<file path="src/rtl/mem_arbiter_pkg.sv">
// Shared constants for the three-requester memory arbiter: FSM encoding,
// requester IDs and default widths.
package mem_arbiter_pkg;

    localparam int ADDR_W_DEF  = 16;
    localparam int DATA_W_DEF  = 16;
    localparam int TIMEOUT_DEF = 255;

    localparam logic [1:0] S_IDLE  = 2'd0;
    localparam logic [1:0] S_ISSUE = 2'd1;
    localparam logic [1:0] S_WAIT  = 2'd2;
    localparam logic [1:0] S_RESP  = 2'd3;

    localparam logic [1:0] FETCH = 2'd0;
    localparam logic [1:0] LOAD  = 2'd1;
    localparam logic [1:0] STORE = 2'd2;

    function automatic logic [1:0] nextId(input logic [1:0] id);
        return (id == STORE) ? FETCH : id + 2'd1;
    endfunction

endpackage

</file>
<file path="src/rtl/mem_arbiter_rr_pick3.sv">
// Combinational round-robin picker over three requesters, highest priority
// at the pointer position.
module rr_pick3
    import mem_arbiter_pkg::*;
(
    input  logic [2:0] req,
    input  logic [1:0] ptr,
    output logic       valid,
    output logic [1:0] id
);

    logic [1:0] c0, c1, c2;

    always_comb begin
        c0 = ptr;
        c1 = nextId(c0);
        c2 = nextId(c1);
        valid = 1'b0;
        id    = FETCH;
        // Later matches overwrite earlier ones, so c0 ends up with top priority.
        if (req[c2]) begin valid = 1'b1; id = c2; end
        if (req[c1]) begin valid = 1'b1; id = c1; end
        if (req[c0]) begin valid = 1'b1; id = c0; end
    end

endmodule

</file>
<file path="src/rtl/mem_arbiter.sv">
// Single-outstanding memory arbiter for fetch, load and store units with a
// WAIT-state timeout and suppression of completions for withdrawn requests.
module mem_arbiter
    import mem_arbiter_pkg::*;
#(
    parameter int ADDR_W  = ADDR_W_DEF,
    parameter int DATA_W  = DATA_W_DEF,
    parameter int TIMEOUT = TIMEOUT_DEF
) (
    input  logic              clk,
    input  logic              rst_n,
    input  logic [2:0]        req,
    input  logic [ADDR_W-1:0] addr0,
    input  logic [ADDR_W-1:0] addr1,
    input  logic [ADDR_W-1:0] addr2,
    input  logic [DATA_W-1:0] wdata2,
    output logic [2:0]        done,
    output logic              err,
    output logic [DATA_W-1:0] rdata,
    output logic              memEn,
    output logic              memWe,
    output logic [ADDR_W-1:0] memAddr,
    output logic [DATA_W-1:0] memWdata,
    input  logic              memDone,
    input  logic [DATA_W-1:0] memRdata
);

    logic [1:0]        state;
    logic [1:0]        ptr;
    logic [1:0]        id;
    logic              justDone;
    logic              dropped;
    logic              weQ;
    logic              errQ;
    logic [7:0]        waitCnt;
    logic [ADDR_W-1:0] addrQ;
    logic [DATA_W-1:0] wdataQ;
    logic [DATA_W-1:0] rdataQ;

    logic [2:0]        reqM;
    logic              pickVld;
    logic [1:0]        pickId;
    logic [ADDR_W-1:0] addrSel;
    logic              doneFire;

    // The unit just served sits out the following IDLE cycle.
    always_comb begin
        reqM = req;
        if (justDone) reqM[id] = 1'b0;
    end

    rr_pick3 uPick (
        .req   (reqM),
        .ptr   (ptr),
        .valid (pickVld),
        .id    (pickId)
    );

    always_comb begin
        addrSel = addr0;
        case (pickId)
            LOAD:    addrSel = addr1;
            STORE:   addrSel = addr2;
            default: addrSel = addr0;
        endcase
    end

    always_ff @(posedge clk or negedge rst_n) begin
        if (!rst_n) begin
            state    <= S_IDLE;
            ptr      <= FETCH;
            id       <= FETCH;
            justDone <= 1'b0;
            dropped  <= 1'b0;
            weQ      <= 1'b0;
            errQ     <= 1'b0;
            waitCnt  <= '0;
            addrQ    <= '0;
            wdataQ   <= '0;
            rdataQ   <= '0;
        end else begin
            justDone <= 1'b0;
            case (state)
                S_IDLE: if (pickVld) begin
                    id      <= pickId;
                    addrQ   <= addrSel;
                    weQ     <= (pickId == STORE);
                    wdataQ  <= wdata2;
                    dropped <= 1'b0;
                    errQ    <= 1'b0;
                    rdataQ  <= '0;
                    waitCnt <= '0;
                    state   <= S_ISSUE;
                end
                S_ISSUE: begin
                    if (!req[id]) dropped <= 1'b1;
                    state <= S_WAIT;
                end
                S_WAIT: begin
                    if (!req[id]) dropped <= 1'b1;
                    // A completion in the expiry cycle takes precedence over the timeout.
                    if (memDone) begin
                        rdataQ  <= weQ ? '0 : memRdata;
                        waitCnt <= '0;
                        state   <= S_RESP;
                    end else if (waitCnt == 8'(TIMEOUT - 1)) begin
                        errQ    <= 1'b1;
                        waitCnt <= '0;
                        state   <= S_RESP;
                    end else begin
                        waitCnt <= waitCnt + 8'd1;
                    end
                end
                default: begin
                    ptr      <= nextId(id);
                    justDone <= 1'b1;
                    state    <= S_IDLE;
                end
            endcase
        end
    end

    assign doneFire = (state == S_RESP) && !dropped;
    assign done     = doneFire ? (3'b001 << id) : 3'b000;
    assign err      = doneFire && errQ;
    assign rdata    = doneFire ? rdataQ : '0;
    assign memEn    = (state == S_ISSUE);
    assign memWe    = memEn && weQ;
    assign memAddr  = addrQ;
    assign memWdata = wdataQ;

endmodule
</file>
<file path="config.mk">
export PLATFORM = sky130hd
export DESIGN_NAME = mem_arbiter
export DESIGN_NICKNAME = d
export VERILOG_FILES = /design/src/rtl/mem_arbiter_pkg.sv /design/src/rtl/mem_arbiter_rr_pick3.sv /design/src/rtl/mem_arbiter.sv
export SDC_FILE = /design/constraint.sdc
export NUM_CORES = 1
export LEC_CHECK = 0
export CAP_MARGIN = 20
export CORE_ASPECT_RATIO = 1.2
export CORE_MARGIN = 2
export CORE_UTILIZATION = 38
export CTS_CLUSTER_DIAMETER = 40
export DETAILED_ROUTE_END_ITERATION = 7
export PLACE_DENSITY_LB_ADDON = 0.05
export SLEW_MARGIN = 30
export SYNTH_ARGS = -nofsm -noshare
export SYNTH_HDL_FRONTEND = slang
export SYNTH_HIERARCHICAL = 1
export SYNTH_SLANG_ARGS = --single-unit
</file>
<file path="constraint.sdc">
create_clock -name clk -period 2.4 [get_ports clk]
set_input_delay 0.24 -clock clk [delete_from_list [all_inputs] [get_ports clk]]
set_output_delay 0.24 -clock clk [all_outputs]
set_load 0.1 [all_outputs]
</file>
; ---- Yosys cells after proc, flatten, opt, wreduce, memory -nomap -nowiden
; Cells that the tools add are included.
[word_totals]
out_inout_bits = 54
register_bits = 66
in_bits = 86
[classes]
n_mux = 42
n_eq_ne = 15
n_lt_le_gt_ge = 5
n_shift = 1
bitwise_logic = 2
reduce_logical = 16
n_addsub = 4
[op_table]
columns = operator, n
row1 = 16-bit 2-to-1 mux, 4
row2 = 16-bit case mux with 2 select lines, 2
row3 = 8-bit 2-to-1 mux, 3
row4 = 2-bit 2-to-1 mux, 9
row5 = 8-bit case mux with 2 select lines, 1
row6 = 1-bit 2-to-1 mux, 13
row7 = 2-bit equality test (second input constant), 6
row8 = 2-bit by 3-bit less-than comparator with 1-bit output (second input constant), 4
row9 = 2-bit inequality test (second input constant), 5
row10 = 8-bit by 1-bit adder with 8-bit output (second input constant), 1
row11 = 1-bit binary-select mux with 2-bit select, 4
row12 = 8-bit equality test (second input constant), 1
row13 = 2-bit by 1-bit adder with 2-bit output (second input constant), 3
row14 = 3-bit 2-to-1 mux, 2
row15 = 2-bit case mux with 3 select lines, 1
row16 = 2-bit AND reduction, 3
row17 = 3-bit AND reduction, 2
row18 = 2-bit by 1-bit equality test with 1-bit output (second input constant), 2
row19 = 1-bit logical AND, 4
row20 = 1-bit case mux with 2 select lines, 2
row21 = 4-bit AND reduction, 1
row22 = 2-bit nonzero test, 2
row23 = 3-bit bitwise AND, 1
row24 = 3-bit inequality test (second input constant), 1
row25 = 8 further kinds, 8

; ---- Depth between registers and ports, before layout
; Gate-level depths: netlist of the first run.
[depth]
depth_word = 14
ltp_mapped = 12

; ---- Hierarchy
; Netlist of the first run, hierarchy kept.
[modules_own_cells]
columns = module, area_per_inst_um2, cells_each, instances
row1 = mem_arbiter, 3198.1, 330, 1
row2 = rr_pick3, 48.8, 8, 1

; ---- Worst setup path before layout of the first run
; Ideal clock, no wire load.
[synth_path]
path_type = reg-to-output
from = register state[1]
to = output memWe
path_buffers = 0
path_stages_with_launch = 4
required_time_ps = 2160
slack_ps = 24
arrival_ps = 2136
cell_sequence = dfrtp_1 > inv_1 > ha_1 > and2_1
[synth_between]
elab_chain_len = 2
[synth_rtl]
columns = element, line_no
row1 = from (decl), mem_arbiter.sv:28  ; logic [1:0] state;
row2 = from (signal assigned), mem_arbiter.sv:70  ; state <= S_IDLE;
row3 = from (signal assigned), mem_arbiter.sv:93  ; state <= S_ISSUE;
row4 = from (signal assigned), mem_arbiter.sv:97  ; state <= S_WAIT;
row5 = 2-bit by 1-bit equality test with 1-bit output, mem_arbiter.sv:127  ; assign memEn = (state == S_ISSUE);
row6 = via memEn, mem_arbiter.sv:20  ; output logic memEn,
row7 = 1-bit logical AND, mem_arbiter.sv:128  ; assign memWe = memEn && weQ;
row8 = to (decl), mem_arbiter.sv:21  ; output logic memWe,
; The timed path passes the listed nets, and every way through them passes these cells.

; ---- Final worst setup path of the first run
[layout_path]
from = register id[1]
to = register rdataQ[2]
[layout_between]
elab_chain_len = 14
elab_cells_between_ends = 19
cone_classes = 2 x order compare / 1 x eq/ne / 12 x mux / 2 x bitwise / 2 x reduce/logical
[layout_rtl]
columns = element, line_no
row1 = from (decl), mem_arbiter.sv:30  ; logic [1:0] id;
row2 = from (signal assigned), mem_arbiter.sv:85  ; id <= pickId;
row3 = 2-bit by 3-bit less-than comparator with 1-bit output (implied by the code) / 2-bit by 1-bit greater-or-equal comparator with 1-bit output (equally long branches), mem_arbiter.sv:49  ; if (justDone) reqM[id] = 1'b0;
row4 = 1-bit logical AND (implied by the code), mem_arbiter.sv:49
row5 = 1-bit 2-to-1 mux (implied by the code), mem_arbiter.sv:49
row6 = 1-bit demux with 2-bit select (*), mem_arbiter.sv:49
row7 = 3-bit NOT (no source line) (*), n/a
row8 = 3-bit bitwise AND (no source line) (*), n/a
row9 = 3-bit 2-to-1 mux (*), mem_arbiter.sv:49
row10 = via reqM[1], mem_arbiter.sv:40  ; logic [2:0] reqM;
row11 = 1-bit binary-select mux with 2-bit select, mem_arbiter_rr_pick3.sv:21  ; if (req[c2]) begin valid = 1'b1; id = c2; end
row12 = 1-bit 2-to-1 mux (implied by the code), mem_arbiter_rr_pick3.sv:21
row13 = 1-bit 2-to-1 mux, mem_arbiter_rr_pick3.sv:21
row14 = 1-bit 2-to-1 mux, mem_arbiter_rr_pick3.sv:22  ; if (req[c1]) begin valid = 1'b1; id = c1; end
row15 = 1-bit 2-to-1 mux (*), mem_arbiter_rr_pick3.sv:23  ; if (req[c0]) begin valid = 1'b1; id = c0; end
row16 = via pickVld, mem_arbiter.sv:41  ; logic pickVld;
row17 = 2-bit inequality test (no source line) (*), n/a
row18 = 3-bit AND reduction (no source line) (*), n/a
row19 = to (signal assigned), mem_arbiter.sv:103  ; rdataQ <= weQ ? '0 : memRdata;
row20 = to (decl), mem_arbiter.sv:38  ; logic [DATA_W-1:0] rdataQ;
; The timed path passes the listed nets; every way through them passes the cells marked *. The select of a mux whose other input is x is not followed.
; A chain may end at the register's enable or synchronous reset.

==> results of run 1 <==
-- layout by cell type (no fill, tap or decap), drive strengths merged, types with 2 or more instances in the layout --
cell	netlist	layout
a21oi	20	20
or3	3	3
clkbuf	11	10
nor2b	4	4
and2	20	20
nand4	3	3
buf	9	67
a21boi	3	3
nor3	2	2
mux2	21	21
inv	8	8
nand2	59	59
nand3	2	2
mux2i	2	2
ha	9	9
o21ai	37	37
xor2	3	3
dfrtp	66	66
a22oi	16	16
and3	2	2
bufinv	0	3
xnor2	3	3
nor2	26	26
clkdlybuf4s50	0	84
clkinvlp	0	2
-- logic make-up (layout without fill, tap and decap cells) --
| family | Yosys count | in the layout | share of synthesized area |
|---|---|---|---|
| multiplexers | 23 | 23 | 0.0802 |
| AND/OR/NAND/NOR | 124 | 124 | 0.174 |
| adder cells (fa/ha/maj) | 9 | 9 | 0.0347 |
| AO/OA/AOI/OAI | 82 | 82 | 0.146 |
| XOR/XNOR | 6 | 6 | 0.0162 |
| flip-flops | 66 | 66 | 0.509 |
| buffers and inverters | 28 | 176 | 0.0397 |
-- cell type report --
| cell class | count | share of cell area |
|---|---|---|
| clock buffer | 10 | 0.0264 |
| clock inverter | 6 | 0.0219 |
| inverter | 8 | 0.00577 |
| multi-input combinational | 244 | 0.284 |
| sequential | 66 | 0.317 |
| tap | 114 | 0.0274 |
| timing repair buffer | 152 | 0.317 |
-- registers in the layout (all words and copies together) (netlist names) --
name,cells
dropped,1
errQ,1
id,2
justDone,1
memAddr,16
memWdata,16
ptr,2
rdataQ,16
state,2
waitCnt,8
weQ,1
-- final timing paths --
check	from	to	slack [ns]
worst max register to register	id[1]$_DFFE_PN0P_	rdataQ[2]$_DFFE_PN0P_	0.25
max in group asynchronous	rst_n	waitCnt[1]$_DFFE_PN0P_	1.30
worst min-delay path	memRdata[13]	rdataQ[13]$_DFFE_PN0P_	0.45
min in group asynchronous	rst_n	memWdata[4]$_DFFE_PN0P_	0.46
worst min register to register	rdataQ[0]$_DFFE_PN0P_	rdataQ[0]$_DFFE_PN0P_	0.47
worst max-delay path	id[1]$_DFFE_PN0P_	rdataQ[2]$_DFFE_PN0P_	0.25
-- repair_timing --
item | in CTS | in global routing
setup endpoints to repair | 0 | 38
gates resized for setup | 0 | 6
setup buffers | 0 | 0
hold endpoints to repair | 26 | 0
hold buffers | 1 | 0
-- metrics by stage --
step / instances / hold slack (ns) / worst slack [ns]
final: 600 / 0.448 / 0.252
after global routing: 600 / 0.439 / 0.00959
after CTS: 600 / 0.437 / 0.00231
after detailed placement: 583 / 0.312 / -0.175
after global placement: 583 / 0.312 / -0.117
after floorplan: 338 / -0.0556 / 0.0235
-- per-layer routing --
| metal | GRT usage | up-vias | routed length [um] |
|---|---|---|---|
| met5 | 0 | - | 0 |
| met4 | 0.0498 | 0 | 64 |
| met3 | 0.0658 | 5 | 628 |
| met2 | 0.302 | 90 | 4050 |
| met1 | 0.205 | 1321 | 3070 |
| li1 | - | 1430 | - |
-- worst reg2reg max path, cell delays in order (launching register included) --
cell	delay [ns]
dfrtp_1	0.46
nor2b_2	0.22
a21boi_2	0.10
or3_1	0.45
mux2_4	0.32
nand2b_1	0.17
buf_12	0.19
o21ai_0	0.11
-- power groups by stage --
stage / clock network (uW) / logic [uW] / registers (uW)
6_report: 1150 / 4580 / 1770
5_1_grt: 1230 / 4880 / 1830
4_1_cts: 1170 / 4620 / 1770
3_5_place_dp: 0 / 4620 / 1790
3_3_place_gp: 0 / 4580 / 1770
2_1_floorplan: 0 / 1640 / 3590
==> flow_results.org, run 1 <==
** Run status
- Run status :: finished clean

** Global route
- Remaining Overflow, GRT :: 0
- Pin count of the biggest net entering global routing :: 41
- First-pass GRT wire length :: 12.9 mm
- Vias in the first global route :: roughly 2900
- Total global-route track usage :: 0.177
- The initial antenna violation count came to 0.

** Worst setup path
- The setup path with the least slack is of type flop to flop.
- The worst register-to-register path has a depth of 7.
- On the critical path, the stage with the largest delay is an instance of dfrtp_1.
- Top delay family on crit path :: simple AND/OR/NAND/NOR gates
- The worst setup path is launched from a flop.
- Element type at the critical path end :: flop
- The critical path runs through a total of 7 cells.
- Of all nets on the critical path, the largest fanout is 32.
- Data on the critical path arrives at its endpoint at 2.35 ns.
- In this design, the stage delay of the slowest critical-path cell is 0.46 ns.
- Worst EP required :: 2.61 ns
- Buf/Inv on CP :: 1
- The critical path goes through nor2b_2 -> a21boi_2 -> or3_1 -> mux2_4 -> nand2b_1 -> buf_12 -> o21ai_0.

** Floorplan
- The floorplan has 36 rows.
- The floorplan step set the die width to 88.4 um.
- Total Die Area :: 9300 um2
- DIE HEIGHT :: about 110 um
- Total core area :: 8200 um2
- For this design the top-level I/O count stands at 140.
- Starting utilization of the core area :: 0.396

** STA
- Count of final setup violators :: 0
- In the finished design, the share of the clock period the worst path needs comes to 0.895.
- Maximum achievable frequency :: 0.466 GHz
- Unrepaired setup endpoints after global routing :: false
- Setup tns final :: 0 ns
- Slew Viols, Final :: 0
- Final-report hold violation count :: 0
- For the finished layout, the period the worst path requires is 2.15 ns.
- Relative slew margins :: 0.574
- Pin slew with the least headroom to its limit :: 0.639 ns
- Clock Skews :: 0.00894 ns

** Synthesis
- Syn Std Cell Area :: 3250 um2
- Proportion of register bits with asynchronous set or reset after synthesis :: 1.00
- Most common library cells after synthesis :: dfrtp_1, nand2_1, o21ai_0
- Counting distinct cell types in the post-synthesis netlist gives 39.
- Number of synthesized register bits :: 66
- Most common flop cell mapped by yosys :: dfrtp_1
- The share of synthesized area in the top cell type comes to 0.509.
- Ranked by total cell area, the synthesized netlist is headed by dfrtp_1, mux2_2, nand2_1.
- Mean area per synthesized cell :: 9.61 um2
- Number of warnings reported in the yosys synthesis log :: 6
- Number of synthesized flops with an enable pin :: 0
- Of the synthesized area, sequential elements account for 0.509.
- Number of nets in the synthesized netlist :: 433
- By instance count, the leading cell after synthesis is dfrtp_1.
- Syn Inst Count :: 338
- Largest area contributor in the netlist :: dfrtp_1

** Clocking
- Number of clock sinks seen by CTS :: 66
- After clock tree synthesis, the clock-pin slew on the worst setup and hold paths is ~0.080 ns.
- CTS placed an instance of clkbuf_8 at the clock tree root.
- Clock Path Buffers :: 2
- The clock reaches the later pin of the worst-skew pair after 0.33 ns.
- Number of clock buffers inserted by TritonCTS :: 9
- TritonCTS built the clock tree.
- Maximum level of the CTS H-tree :: 3

** Finish
- The layout has about 730 filler cells.
- Multi-input combinational cell area :: ~1500 um2
- Of the cells placed in the final design, the portion with a size suffix greater than 1 is 0.226.
- Post-layout nets :: 576
- Layout Cell Area excl Fill :: 5200 um2
- The repair_antennas step left the layout with diodes totalling 0.
- The sequential cells in the finished layout cover a total of approximately 1700 um2.
- Area Growth Syn to Fin :: 60.3%
- Fin util :: 0.635

** Power
- VDD sags by at most 1.48 mV.
- The internal power of the cells totals between 3000 and 4000 uW.
- Of the total power, the share spent switching nets is 0.520.
- In this run the static leakage power is 0.00229 uW.
- Summed over all nets, the switching power comes to 3900 uW.
- The design draws 7500 uW.
- Pwr Density :: 1440 nW/um2
- Portion of total power attributed to combinational logic :: 0.611
- Of the total power, the clock network draws 0.153.
- Reg power frac :: 0.237

** Detailed routing
- After detailed routing, the number of vias per cell comes to 4.74.
- For this block, the via count after detailed routing is roughly 2800.
- Sum of routed wire length over all layers :: 7.82 mm
- Antenna-violating nets left :: 0
- The first detailed-routing pass ran for 4 iterations.
- DRT iter0 DRCs :: 50
- Routed wirelength normalized by instance count :: 13.0 um
- After detailed routing, the number of remaining DRC violations is 0.

** Place
- Placer congestion estimate :: 0.829
- Number of port buffers :: 139
- Once placement finished, the instance area stood at roughly 4900 um2.
- After legalization and detailed placement, the total HPWL measured 6.07 mm.

** Min path
- Counting instances, the worst hold path has a depth of 3.
- Path class of the lowest-slack min-delay path :: input port to flop

** Flow run
- Max Cap Viol :: 0
No activity file was read; power rests on OpenSTA's default activity.
==> run 2: changes to the inputs <==
--- a/config.mk
+++ b/config.mk
@@ -13,3 +13,3 @@
 export DETAILED_ROUTE_END_ITERATION = 7
-export PLACE_DENSITY_LB_ADDON = 0.05
+export PLACE_DENSITY_LB_ADDON = 0.2
 export SLEW_MARGIN = 30
--- a/constraint.sdc
+++ b/constraint.sdc
@@ -3,2 +3,2 @@
 set_output_delay 0.24 -clock clk [all_outputs]
-set_load 0.1 [all_outputs]
+set_load 0.05 [all_outputs]
==> flow_results.org, run 2 (synthesis gave the netlist of run 1 again) <==
** Finish
- Area Growth Syn to Fin :: 61.1%
- The number of diodes was 0 (unchanged).
- Final-layout fill cell count :: 690 (-5.7%)
- The number of nets in the layout came to 577 (+0.17%).
- Fraction of layout instances using a drive strength above 1 :: 0.154 (-0.0723)
- The utilization after layout was 0.638 (+0.00321).
- In the layout the commonest cells are clkdlybuf4s50_1, dfrtp_1, nand2_1.
- The library cell used most frequently in the layout, excluding fill and tap cells, is clkdlybuf4s50_1.

** Power
- The logic gate share of total power is 0.570 (-0.041).
- The worst IR drop on VDD was 0.848 mV (-43%).
- The share of power burned in registers came to 0.280 (+0.043).
- Post-layout total power :: 6340 uW (-15%)
- The leakage power was 0.00222 uW (-2.9%).
- Internal power contribution :: 3470 uW (-3.7%)
- The power density relative to cell area is 1210 nW/um2 (-16%).
- P_sw :: 2880 uW (-26%)
- Part of the power in the clock network :: 0.150 (-0.003)
- Share of total power consumed by net switching :: 0.454 (-0.0666)

** STA
- Maximum achievable frequency :: 0.444 GHz (-4.7%)
- Pin slew with the least headroom to its limit :: 0.530 ns (-0.109 ns)
- Clock Skews :: 0.0101 ns (+0.00119 ns)
- Worst setup margin :: 0.146 ns (-0.107 ns)
- The final cycle utilization of the critical path is 0.939 (+0.0444).
- Setup tns final :: 0 ns (unchanged)
- Final-report hold violation count :: 0 (unchanged)
- Min cycle time layout :: 2.25 ns (+0.107 ns)
- Slew Viols, Final :: 0 (unchanged)
- The headroom to the max-slew limit is 0.646 (+0.0716).
- The number of endpoints failing setup at the final stage was 0 (unchanged).
- Unrepaired setup endpoints after global routing :: true

** Detailed routing
- The mean routed wirelength per cell came to 13.5 um (+3.6%).
- The count of vias placed by the detailed router came to 2880 (+1.2%).
- Via-to-Cell Ratio :: 4.79 (+1.0%)
- The first-iteration detailed-routing DRC count is 88 (+76%).
- DRC violations left :: 0 (unchanged)
- Sum of routed wire length over all layers :: 8.11 mm (+3.7%)
- Antenna-violating nets left :: 0 (unchanged)
- First-pass iteration count of the detailed router :: 4 (unchanged)

** Place
- The detailed placement HPWL was 6.21 mm (+2.3%).
- The pre-CTS setup slack was -0.313 ns (-0.138 ns).
- Number of port buffers :: 139 (unchanged)
- Placer congestion estimate :: 0.815 (-1.7%)

** Floorplan
- The horizontal extent of the die came to 88.4 um (unchanged).
- Total core area :: 8200 um2 (unchanged)
- The row count came to 36 (unchanged).
- DIE HEIGHT :: 105 um (unchanged)
- Count of pins on the block boundary :: 140 (unchanged)
- The initial core utilization was 0.396 (unchanged).
- Total Die Area :: 9300 um2 (unchanged)

** Worst setup path
- The critical path is of the flop to flop type.
- Element type at the critical path end :: flop
- Kind of launch point of the worst setup path :: flop
- Reg2Reg Depth :: 7 (unchanged)
- The most critical setup path has its endpoint at rdataQ[2]$_DFFE_PN0P_.
- The setup slack of the worst register-to-register path was 0.15 ns (-0.11 ns).
- The endpoint arrival time on the critical path is 2.46 ns (+0.11 ns).
- The maximum fanout count along the critical path was 32 (unchanged).
- In this run the worst setup path begins at id[1]$_DFFE_PN0P_.
- The worst register-to-register path ends at rdataQ[2]$_DFFE_PN0P_.
- Worst EP required :: 2.61 ns (about the same)
- The startpoint identified for the worst register-to-register timing path is id[1]$_DFFE_PN0P_.

** Global route
- Pin count of the biggest net entering global routing :: 67 (+63%)
- The total congestion overflow after global routing was 0 (unchanged).
- The overall routing resource usage came to 0.183 (+0.00612).
- Number of antenna violations at the first check in global routing :: 0 (unchanged)
- First-pass GRT wire length :: 13.3 mm (+3.3%)
- The via count of the first global-routing pass came to 2968 (+3.8%).

** Clocking
- TritonCTS built the clock tree.
- In this run the clock root is driven by a clkbuf_8.
- The total number of H-tree levels came to 3 (unchanged).
- Number of clock sinks seen by CTS :: 66 (unchanged)
- The deepest clock path buffer count is 2 (unchanged).
- CTS clock-pin slew for the worst setup and hold paths :: 0.08 ns (about the same)
- Number of buffers added for setup after CTS :: 0 (unchanged)
- Clock latency of the later-clocked register in the worst-skew pair :: 0.34 ns (about the same)
- Number of clock buffers inserted by TritonCTS :: 9 (unchanged)

** Run status
- The run finished with clean final reports.

** Min path
- The worst hold path belongs to the class input port to async pin.

** Flow run
- The number of violations of the max-capacitance limit came to 0 (unchanged).
## run 2: cell types whose count changed in the layout (fill, tap and decap cells not counted)
cell	previous run	this run
a21boi_0	0	1
a21boi_2	1	0
clkinv_2	0	1
clkinvlp_4	2	3
buf_4	42	10
buf_12	24	23
bufinv_16	3	1
clkdlybuf4s50_1	84	118
nor2_1	25	26
nor2_2	1	0
## run 2: worst min-delay path by stage
stage / endpoint / from / slack (ns)
2_1_floorplan: dropped$_DFFE_PN0P_ / rst_n / -0.06
3_3_place_gp: rdataQ[5]$_DFFE_PN0P_ / rst_n / 0.29
3_5_place_dp: rdataQ[0]$_DFFE_PN0P_ / rst_n / 0.28
4_1_cts: rdataQ[14]$_DFFE_PN0P_ / memRdata[14] / 0.43
5_1_grt: rdataQ[9]$_DFFE_PN0P_ / memRdata[9] / 0.45
6_report: rdataQ[0]$_DFFE_PN0P_ / rst_n / 0.44
## run 2: stage by stage
step / area [um2] / cells / hold WS (ns)
after global routing: 5230 / 601 / 0.448
after floorplan: 3250 / 338 / -0.0556
after detailed placement: 5010 / 584 / 0.283
after CTS: 5230 / 601 / 0.429
after global placement: 5010 / 584 / 0.291
final: 5230 / 601 / 0.444
## run 2: metal layers
layer  global-route usage  wire, um
met1                0.203      3190
met2                0.317      4030
met3               0.0728       785
met4               0.0541       104
met5                    0         0
## run 2: layout make-up
cell class | instances | area [um2] | share of cell area
Timing Repair Buffer | 153 | 1730 | 0.331
Sequential cell | 66 | 1650 | 0.316
Inverter | 8 | 30.0 | 0.00574
Clock buffer | 10 | 138 | 0.0263
Multi-Input combinational cell | 244 | 1470 | 0.281
Clock inverter | 6 | 66.3 | 0.0127
Tap cell | 114 | 143 | 0.0273
## run 2: repair_timing
item,4_1_cts,5_1_grt
hold endpoints to repair,66,0
hold buffers,1,0
gates resized for setup,1,2
endpoints found under the setup margin,16,37
## run 2: power groups by stage
stage	registers, uW	logic, uW	clock network [uW]
6_report	1780	3620	948
5_1_grt	1830	3920	1030
4_1_cts	1780	3650	983
3_5_place_dp	1790	3630	0
3_3_place_gp	1770	3580	0
2_1_floorplan	2640	1550	0
## run 2: worst max-delay path, cell delays in order (launching register included)
cell,delay [ns]
dfrtp_1,0.46
nor2b_2,0.20
a21boi_0,0.16
or3_1,0.48
mux2_4,0.32
nand2b_1,0.19
buf_12,0.20
o21ai_0,0.11
==> run 3: changes to the inputs <==
- MAX_ROUTING_LAYER: not set -> met4
- SYNTH_HIERARCHICAL: 1 -> not set
==> flow_results.org, run 3 <==
** Clocking
- TritonCTS built the clock tree.
- The clock input transition at the sequential cells of the worst setup and hold paths is 0.07 ns (about the same).
- Number of buffers added for setup after CTS :: 0 (unchanged)
- The root buffer cell chosen for the clock tree is clkbuf_8.
- The clock latency reported for the late side of the worst-skew pair is 0.34 ns (about the same).
- Number of clock buffers inserted by TritonCTS :: 9 (unchanged)
- Clock Path Buffers :: 2 (unchanged)
- The total number of H-tree levels was 3 (unchanged).
- The number of sinks handled by clock tree synthesis came to 66 (unchanged).

** Worst setup path
- Critical-path cell with the highest stage delay :: clkdlybuf4s50_1
- Worst EP required :: 2.16 ns (-0.45 ns)
- The setup slack of the worst register-to-register path is 0.17 ns (+0.02 ns).
- Reg-to-Reg End :: memAddr[5]$_DFFE_PN0P_
- Kind of launch point of the worst setup path :: flop
- Number of stages on the worst setup path :: 4 (-3)
- Maximum cell stage delay along the critical path :: 0.83 ns (+0.35 ns)
- Origin of the worst setup path :: state[0]$_DFFE_PN0P_
- The startpoint identified for the worst register-to-register timing path is id[1]$_DFFE_PN0P_.
- Cells along the critical path :: ha_1 -> nand2b_1 -> nor3_1 -> clkdlybuf4s50_1
- The endpoint arrival time on the critical path was 2.04 ns (-0.42 ns).
- The maximum fanout count along the critical path is 4 (-88%).
- Type of the worst setup path :: flop to output port
- The critical path ends at done[2].
- STA classifies the critical path endpoint as an output port.
- In this design, the largest share of critical-path delay is due to buffers and inverters.
- The number of buffer and inverter stages on the critical path is 1 (unchanged).
- Reg2Reg Depth :: 9 (+2)

** STA
- Final period util :: 0.951 (+0.0111)
- Min cycle time layout :: 2.28 ns (+0.0267 ns)
- The maximum clock rate was 0.438 GHz (-1.2%).
- Relative slew margins :: 0.539 (-0.107)
- Clock Skews :: 0.00802 ns (-0.00211 ns)
- The worst-margin pin slew is 0.692 ns (+0.162 ns).
- The final count of hold timing violations came to 0 (unchanged).
- The setup TNS is 0 ns (unchanged).
- The number of endpoints failing setup at the final stage came to 0 (unchanged).
- Unrepaired setup endpoints after global routing :: false
- Slew Viols, Final :: 0 (unchanged)

** Global route
- The global-route wire length before repair is 14.4 mm (+8.1%).
- Number of antenna violations at the first check in global routing :: 0 (unchanged)
- Remaining Overflow, GRT :: 0 (unchanged)
- Vias in the first global route :: 2999 (+1.0%)
- Pin count of the biggest net entering global routing :: 33 (-51%)
- Total global-route track usage :: 0.191 (+0.00827)

** Detailed routing
- Sum of routed wire length over all layers :: 8.74 mm (+7.7%)
- Routed wirelength normalized by instance count :: 15.2 um (+13%)
- Antenna-violating nets left :: 0 (unchanged)
- DRT iter0 DRCs :: 170 (+93%)
- Via-to-Cell Ratio :: 5.08 (+6.0%)
- The detailed-routing iteration count for the pre-antenna-repair pass was 5 (+1).
- DRC violations left :: 0 (unchanged)
- The count of vias placed by the detailed router was 2917 (+1.3%).

** Synthesis
- The fraction of post-synthesis cell area in the top cell type by area was 0.487 (-0.0218).
- The sequential area share after synthesis came to 0.487 (-0.0218).
- The async set or reset register ratio after synthesis came to 1.00 (unchanged).
- Largest area contributor in the netlist :: dfrtp_1
- Most common library cells after synthesis :: dfrtp_1, mux2_2, o21ai_0
- Syn Std Cell Area :: 3390 um2 (+4.5%)
- The count of state elements after synthesis was 66 (unchanged).
- By area the synthesized netlist is led by dfrtp_1, mux2_2, a22o_1.
- Most common flop cell mapped by yosys :: dfrtp_1
- Number of distinct standard cells referenced by the synthesized netlist :: 43 (+10%)
- In the post-synthesis netlist, the cell with the most instances is dfrtp_1.
- Number of nets in the synthesized netlist :: 396 (-8.5%)
- Syn Inst Count :: 301 (-11%)
- Mean area per synthesized cell :: 11.3 um2 (+17%)
- Number of synthesized flops with an enable pin :: 0 (unchanged)
- Number of warnings reported in the yosys synthesis log :: 0 (-6)

** Floorplan
- Count of pins on the block boundary :: 140 (unchanged)
- The initial core utilization came to 0.394 (-0.00214).
- Die Width :: 90.2 um (+2.1%)
- Total Die Area :: 9700 um2 (+4.3%)
- DIE HEIGHT :: 107 um (+2.1%)
- The row count is 37 (+2.8%).
- The area inside the core boundary was 8610 um2 (+5.0%).

** Place
- The post-placement cell area was 5170 um2 (+3.2%).
- Number of port buffers :: 139 (unchanged)
- The weighted congestion reported at the end of routability-driven placement was 0.901 (+11%).
- Placed wire-length estimate :: 6.52 mm (+5.0%)

** Finish
- In the layout the commonest cells are clkdlybuf4s50_1, dfrtp_1, mux2_2.
- Antenna fix cells :: 0 (unchanged)
- The library cell used most frequently in the layout, excluding fill and tap cells, is clkdlybuf4s50_1.
- The number of nets in the layout was 547 (-5.2%).
- Fraction of layout instances using a drive strength above 1 :: 0.201 (+0.0473)
- Area Growth Syn to Fin :: 59.5%
- Layout Cell Area excl Fill :: 5410 um2 (+3.4%)
- The utilization after layout came to 0.628 (-0.00967).

** Power
- Pwr Density :: 1220 nW/um2 (+0.72%)
- Leakage Power :: 0.00234 uW (+5.2%)
- The worst IR drop on VDD was 0.759 mV (-11%).

** Flow run
- Max Cap Viol :: 0 (unchanged)

** Min path
- The min-delay analysis places its worst path in the category input port to async pin.

** Run status
- Run status :: finished clean
[run 3: cell families (layout without fill, tap and decap cells)]
group	after synthesis	count (layout)	share of synthesized area
flip-flops	66	66	0.487
multiplexers	41	41	0.135
buffers and inverters	28	184	0.0417
AND/OR/NAND/NOR	74	74	0.117
AO/OA/AOI/OAI	83	83	0.187
adder cells (fa/ha/maj)	9	9	0.0332
[run 3: repair_timing]
| action | in CTS | in global routing |
|---|---|---|
| pin swaps | 0 | 2 |
| resized for setup | 1 | 9 |
| hold buffers | 1 | 0 |
| endpoints found under the hold margin | 28 | 0 |
| gates cloned | 0 | 0 |
| setup endpoints to repair | 17 | 32 |
[run 3: cell type report]
| cell class | instances | area (um2) |
|---|---|---|
| timing repair buffer | 157 | 1740 |
| clock inverter | 6 | 65.1 |
| fill | 717 | 3200 |
| multi-input combinational | 207 | 1630 |
| tap | 117 | 146 |
| inverter | 11 | 41.3 |
| clock buffer | 10 | 138 |
| sequential | 66 | 1650 |
[run 3: worst min-delay path by stage]
stage                   start                       to
global placement        rst_n       justDone$_DFF_PN0_
finish                  rst_n     state[0]$_DFFE_PN0P_
CTS                 wdata2[1]  memWdata[1]$_DFFE_PN0P_
floorplan               rst_n      dropped$_DFFE_PN0P_
global route        wdata2[1]  memWdata[1]$_DFFE_PN0P_
detailed placement      rst_n     state[0]$_DFFE_PN0P_
[run 3: worst reg2reg max path, cell delays in order (launching register included)]
cell and delay, ns:
dfrtp_1 0.43, or3b_4 0.41, a21oi_2 0.13, o31ai_1 0.11, buf_4 0.15, ha_1 0.21, buf_12 0.16, a22oi_1 0.17
o21ai_1 0.08, mux2_2 0.26
[run 3: through the flow]
| stage | std cells | power, uW | worst slack (ns) | hold WS, ns |
|---|---|---|---|---|
| final | 574 | 6610 | 0.119 | 0.485 |
| after global placement | 557 | 5570 | -0.115 | 0.328 |
| after floorplan | 301 | 4340 | 0.0115 | -0.0556 |
| after detailed placement | 557 | 5640 | -0.143 | 0.339 |
| after global routing | 574 | 7030 | 0.00282 | 0.477 |
| after CTS | 574 | 6640 | 0.0717 | 0.476 |
[run 3: per-layer routing]
metal  global-route usage  share of wire  vias up
met3               0.0427          0.061       12
met1                0.226           0.42     1395
met5                    -              0        -
met4               0.0758          0.017        0
met2                0.320           0.50      108
li1                     -              -     1402
[run 3: where the power goes]
group | internal (uW) | switching (uW) | leakage, uW
Combinational | 1650 | 2220 | 0.00140
Sequential | 1540 | 256 | 0.000837
Clock | 510 | 440 | 0.000103
Total | 3700 | 2910 | 0.00234
